File: config.mk
export PLATFORM = sky130hd
export DESIGN_NAME = ysyx_210247_mem_stage
export DESIGN_NICKNAME = d
export VERILOG_FILES = /design/src/rtl/ysyx_210247_mem_stage.sv
export SDC_FILE = /design/constraint.sdc
export NUM_CORES = 1
export LEC_CHECK = 0
export CORE_AREA = 2 2 448 450
export CTS_CLUSTER_DIAMETER = 60
export DETAILED_ROUTE_END_ITERATION = 10
export DIE_AREA = 0 0 450 452
export DONT_BUFFER_PORTS = 1
export PLACE_DENSITY = 0.3
export REMOVE_ABC_BUFFERS = 1
export SYNTH_ARGS = -nofsm -noshare
export SYNTH_HDL_FRONTEND = slang
export SYNTH_SLANG_ARGS = --single-unit
File: constraint.sdc
create_clock -name clk -period 3 [get_ports clk]
set_clock_uncertainty 0.1 [all_clocks]
set_input_delay 0.15 -clock clk [delete_from_list [all_inputs] [get_ports clk]]
set_output_delay 0.15 -clock clk [all_outputs]
set_load 0.01 [all_outputs]
File: src/rtl/ysyx_210247_mem_stage.sv
// ysyx_210247_mem_stage
//   Memory-access pipeline stage between EX and WB. Holds one instruction,
//   issues at most one load/store on a req/ack data port, formats load data
//   and presents the result on the MEM->WB bus and the MEM forwarding path.
// Ports
//   clk, rst                 clock (rising edge), asynchronous active-low reset
//   ex_valid_out/mem_allow_in   EX->MEM handshake
//   ex_to_mem_bus, ex_mem_op, ex_st_data   EX payload, access op, store source
//   mem_valid_out/wb_allow_in   MEM->WB handshake
//   mem_to_wb_bus_o          WB payload (wdata replaced by load data for loads)
//   flush                    kill the instruction held in this stage
//   data_req/we/addr/size/wdata/wstrb, data_ack/rdata   data memory port
//   MEM_wdest, MEM_result, MEM_ld_pending   forwarding / load-use interface
module ysyx_210247_mem_stage #(
  parameter int XLEN  = 64,
  parameter int BUS_W = 403
) (
  input  logic             clk,
  input  logic             rst,
  input  logic             ex_valid_out,
  output logic             mem_allow_in,
  input  logic [BUS_W-1:0] ex_to_mem_bus,
  input  logic [4:0]       ex_mem_op,
  input  logic [XLEN-1:0]  ex_st_data,
  output logic             mem_valid_out,
  input  logic             wb_allow_in,
  output logic [BUS_W-1:0] mem_to_wb_bus_o,
  input  logic             flush,
  output logic             data_req,
  output logic             data_we,
  output logic [XLEN-1:0]  data_addr,
  output logic [1:0]       data_size,
  output logic [XLEN-1:0]  data_wdata,
  output logic [7:0]       data_wstrb,
  input  logic             data_ack,
  input  logic [XLEN-1:0]  data_rdata,
  output logic [4:0]       MEM_wdest,
  output logic [XLEN-1:0]  MEM_result,
  output logic             MEM_ld_pending
);

  // Bus field positions (wdata at the LSB end, exc_type at the MSB end).
  localparam int WDEST_LSB  = XLEN;
  localparam int EXC_OP_LSB = BUS_W - 64 - 64 - 32;

  typedef enum logic [1:0] {IDLE, REQ, DONE, DRAIN} state_t;

  state_t            state, state_nxt;
  logic              mem_valid;
  logic [BUS_W-1:0]  bus_p1;
  logic [4:0]        op_p1;
  logic [XLEN-1:0]   st_p1;
  logic [XLEN-1:0]   ld_data_p1;

  logic              access, in_access, mem_ready_go, allow_in;
  logic [2:0]        off;
  logic [XLEN-1:0]   result;

  function automatic logic [7:0] store_strb(input logic [1:0] size, input logic [2:0] sh);
    logic [7:0] m;
    case (size)
      2'd0:    m = 8'h01;
      2'd1:    m = 8'h03;
      2'd2:    m = 8'h0F;
      default: m = 8'hFF;
    endcase
    return m << sh;  // lanes past byte 7 fall off
  endfunction

  function automatic logic [XLEN-1:0] fmt_load(input logic [XLEN-1:0] rdata,
                                               input logic [4:0] op,
                                               input logic [2:0] sh);
    logic [XLEN-1:0]    r;
    logic signed [7:0]  b;
    logic signed [15:0] h;
    logic signed [31:0] w;
    logic [XLEN-1:0]    res;
    r = rdata >> {sh, 3'b000};
    b = r[7:0];
    h = r[15:0];
    w = r[31:0];
    case (op[1:0])
      2'd0:    if (op[2]) res = XLEN'(r[7:0]);  else res = XLEN'(b);
      2'd1:    if (op[2]) res = XLEN'(r[15:0]); else res = XLEN'(h);
      2'd2:    if (op[2]) res = XLEN'(r[31:0]); else res = XLEN'(w);
      default: res = r;
    endcase
    return res;
  endfunction

  assign off    = bus_p1[2:0];
  assign access = mem_valid && (op_p1[4] | op_p1[3]) &&
                  (bus_p1[EXC_OP_LSB +: 32] == 32'd0) && !bus_p1[BUS_W-1];

  assign mem_ready_go = !access || (state == DONE);
  assign allow_in     = (state != DRAIN) && (!mem_valid || (mem_ready_go && wb_allow_in));
  // Held low while reset is asserted so every output reads 0 during reset.
  assign mem_allow_in = allow_in && rst;

  // An accepted access goes straight to REQ so the request is issued in its
  // first cycle in the stage (2-cycle minimum residency).
  assign in_access = ex_valid_out && allow_in && !flush && (ex_mem_op[4] | ex_mem_op[3]) &&
                     (ex_to_mem_bus[EXC_OP_LSB +: 32] == 32'd0) && !ex_to_mem_bus[BUS_W-1];

  always_comb begin
    state_nxt = state;
    case (state)
      IDLE:  if (in_access) state_nxt = REQ;
      REQ: begin
        if (data_ack && flush) state_nxt = IDLE;
        else if (data_ack)     state_nxt = DONE;
        else if (flush)        state_nxt = DRAIN;
      end
      DONE: begin
        if (flush)            state_nxt = IDLE;
        else if (wb_allow_in) state_nxt = in_access ? REQ : IDLE;
      end
      DRAIN: if (data_ack) state_nxt = IDLE;  // response is discarded
      default: state_nxt = IDLE;
    endcase
  end

  // Stage boundary: EX -> MEM pipeline register
  always_ff @(posedge clk or negedge rst) begin
    if (!rst) begin
      state      <= IDLE;
      mem_valid  <= 1'b0;
      bus_p1     <= '0;
      op_p1      <= '0;
      st_p1      <= '0;
      ld_data_p1 <= '0;
    end else begin
      state <= state_nxt;
      if (flush)         mem_valid <= 1'b0;
      else if (allow_in) mem_valid <= ex_valid_out;
      if (ex_valid_out && allow_in) begin
        bus_p1 <= ex_to_mem_bus;
        op_p1  <= ex_mem_op;
        st_p1  <= ex_st_data;
      end
      if (state == REQ && data_ack) ld_data_p1 <= fmt_load(data_rdata, op_p1, off);
    end
  end

  assign data_req   = (state == REQ) || (state == DRAIN);
  assign data_we    = data_req && op_p1[3];
  assign data_addr  = bus_p1[XLEN-1:0];
  assign data_size  = op_p1[1:0];
  assign data_wdata = st_p1 << {off, 3'b000};
  assign data_wstrb = op_p1[3] ? store_strb(op_p1[1:0], off) : 8'h00;

  assign result = (state == DONE && op_p1[4]) ? ld_data_p1 : bus_p1[XLEN-1:0];

  assign mem_valid_out   = mem_valid && mem_ready_go && !flush;
  assign mem_to_wb_bus_o = {bus_p1[BUS_W-1:XLEN], result};
  assign MEM_wdest       = bus_p1[WDEST_LSB +: 5] & {5{mem_valid}};
  assign MEM_result      = result;
  assign MEM_ld_pending  = mem_valid && op_p1[4] && (state != DONE);

endmodule

==> impl_results.md <==
* First-pass GRT wire length at 214000 um
* Maximum level of the CTS H-tree at 3
* CP delay by family, top: flip-flops
* Worst path slowest cell: dfrtp_4
* Worst-Skew Late Latency at 700 ps
* Drt via density at 3.68
* Startpoint class of the critical path: flip-flop
* Adder-Cell Fraction of Synth Area at 0%
* Post-synth top area share at 49.8%
* Final period utilization at 96.0%
* FF-to-FF path depth at 8
* Status: finished, final reports clean
* RSZ-0062 raised after global routing: no
* Starting Density at 13.6%
* Data arrival time of the worst path at 2630 ps
* Worst-path maximum fanout at 23
* Remaining Overflow, GRT at 0
* Area Overhead vs Synth at 58.0%
* Reg-to-reg startpoint: bus_p1[0]
* Terminus of the critical flop-to-flop path: ld_data_p1[4]
* EDFF count, synth at 0
* Syn_area_per_cell at 14.1 um^2
* Count leader, synth: dfrtp_1
* Worst Path Buf+Inv at 2
* Post-Place Setup Slack at 36.5 ps
* PortBufs at 0
* Die ar. at 203000 um^2
* Post-synthesis mux area share at 35.2%
* Top cells by area, synth: dfrtp_1 50%, mux2_4 26%, mux2_2 4.4%
* Dominant synthesized flop cell: dfrtp_1
* Synth Area in Simple Gates at 5.37%
* Lkg Pwr at 18.4 nW
* Setup TNS at 0 ps
* Vias at 20500
* Slew Viols, Final at 0
* Largest net degree at the start of global routing at 541
* Final WL at 163000 um
* Root buf cell: clkbuf_16
* Final HPWL DP at 124000 um
* Final setup fails at 0
* Vias in the first global route at 22200
* Launch point of the worst path: bus_p1[1]
* Width of the die at 450 um
* Layout cells sized above 1 at 32.8%
* Clock slew at reported path FFs at 60 ps
* Crit path time final at 2880 ps
* Final GP Congestion at 0.930
* Mapped cell area at 27100 um^2
* Max-cap violation count at 0
* Sequential area share after synthesis at 49.8%
* CTS sink count at 539
* Worst path cell trace: buf_16 -> nor2b_4 -> buf_4 -> nand2_1 -> o21ai_0 -> mux2_4
* I/O pin count at 1157
* Pwr/cell area at 624 nW/um^2
* Critical Path End Type: output pin
* Slew @ Worst Pin at 1030 ps
* Final nets at 3388
* CTS buffer count at 89
* Final Power at 26.7 mW
* DRC errors left at 0
* Setup ws final at 121 ps
* Final ANT Viol Nets at 0
* Initial antenna violation count at 40
* WHS at 14.5 ps
* Fraction of registers with async set/reset at 100%
* Max-Slew Margin vs Limit at 31.3%
* WP depth at 6
* Final Hold Vio Count at 0
* Syn Inst Count at 1916
* Wirelength per Cell at 29.2 um
* Worst hold path class: primary input to asynchronous set/reset pin
* Standard-cell row count at 164
* GRT Resource Usage Total at 15.4%
* Post-Synth XOR/XNOR Area at 0%
* Required time worst endpoint at 2750 ps
* Starting DRT DRC Count at 1221
* Compound-Gate Fraction of Synth Area at 4.19%
* R2R Setup Slk at 140 ps
* First-pass DRT Iterations at 5
* Top cells by count, synth: 539 x dfrtp_1, 469 x mux2_4, 106 x mux2_2
* Core footprint at 199000 um^2
* Synthesized flop and latch total at 539
* Largest family of logic cells by synthesized area: multiplexers
* Yosys cell types at 49
* YS warnings at 0
* CTS tree: built
* Slowest cell delay on critical path at 600 ps
* Worst vdd ir at 0.384 mV
* CTS Buffer Depth at 3
* Worst Setup EP: data_wdata[53]
* Die height at 452 um
* Max Fclk at 0.347 GHz
* CP Class: flip-flop to output pin
* Area leader, netlist: dfrtp_1
==> through the flow <==
step / util (%) / area, um^2 / cells
CTS: 21.4 / 42500 / 5564
floorplan: - / 25700 / 1723
finish: 21.5 / 42800 / 5584
global placement: 15.4 / 30500 / 4532
detailed placement: 15.4 / 30500 / 4532
global route: 21.5 / 42700 / 5581
==> flip-flops by register name, indices dropped and copies added (netlist names) <==
register,flops
bus_p1,403
mem_valid,1
st_p1,64
op_p1,5
state,2
ld_data_p1,64
==> worst register-to-register path: stages, from the launching register on <==
cell	delay, ps
dfrtp_4	450
buf_12	120
buf_6	250
nor2b_1	130
a211o_1	260
dlygate4sd3_1	560
a31oi_1	180
dlygate4sd3_1	570
o21ai_0	70
==> layout by cell type, fill, tap and decap left out, types with 3 or more instances in the layout <==
master and count:
a211o_1 7, a211oi_1 3, a21oi_1 65, a31oi_1 13
and2_1 23, and3_1 12, buf_12 27, buf_16 8
buf_4 134, buf_6 3, bufbuf_16 3, bufinv_16 9
clkbuf_1 12, clkbuf_16 93, clkbuf_8 16, clkinv_2 9
clkinvlp_4 10, dfrtp_1 535, dfrtp_4 3, diode_2 10
dlygate4sd3_1 854, inv_1 13, inv_16 3, inv_6 11
mux2_2 103, mux2_4 472, mux2i_1 77, mux4_2 23
nand2_1 90, nand2b_1 11, nand3_1 20, nor2_1 92
nor2_2 3, nor2b_1 15, nor3_1 8, nor4_1 13
o21ai_0 42, o22a_1 7, o22ai_1 27, o2bb2ai_1 6
==> area by class of cell <==
| cell class | instances | area, um^2 |
|---|---|---|
| Inverter | 15 | 60.1 |
| Fill cell | 21400 | 156000 |
| Clock buffer | 119 | 2540 |
| Timing Repair Buffer | 1031 | 10500 |
| Clock inverter | 44 | 568 |
| Antenna cell | 10 | 25.0 |
| Sequential cell | 539 | 13500 |
| Tap cell | 2656 | 3320 |
| Multi-Input combinational cell | 1170 | 12200 |
==> layer usage <==
layer / routed length [um] / track usage [%] / up-vias / share of wire (%)
li1: - / - / 8696 / -
met1: 62900 / 17.5 / 10700 / 39
met2: 80500 / 26.5 / 874 / 49
met3: 15600 / 6.34 / 226 / 9.6
met4: 4120 / 4.27 / 10 / 2.5
met5: 68 / 0 / - / 0.042
==> worst min path at each step <==
stage	startpoint	endpoint	slack, ps
6_report	rst	bus_p1[31]	10
3_3_place_gp	rst	bus_p1[9]	-230
3_5_place_dp	rst	bus_p1[49]	-240
5_1_grt	rst	st_p1[4]	10
2_1_floorplan	rst	bus_p1[0]	-250
4_1_cts	rst	bus_p1[9]	-1030
==> what timing repair did <==
item / 4_1_cts / 5_1_grt
setup buffers: 11 / 3
hold endpoints to repair: 1078 / 378
gates cloned: 5 / 2
endpoints found under the setup margin: 165 / 52
hold buffers: 853 / 3
resized for setup: 19 / 6
pin swaps: 4 / 2
==> power by group <==
group	internal [mW]	switching, mW	leakage [nW]
clock network	6.78	4.10	1.51
logic	3.13	2.79	10.5
registers	8.22	1.65	6.35
==> cells by family after synthesis <==
family / count (synthesis)
AOI/OAI and AO/OA: 184
muxes: 675
and+or+nand+nor: 310
buffers and inverters: 208
DFF: 539
No activity file was read; power rests on OpenSTA's default activity.
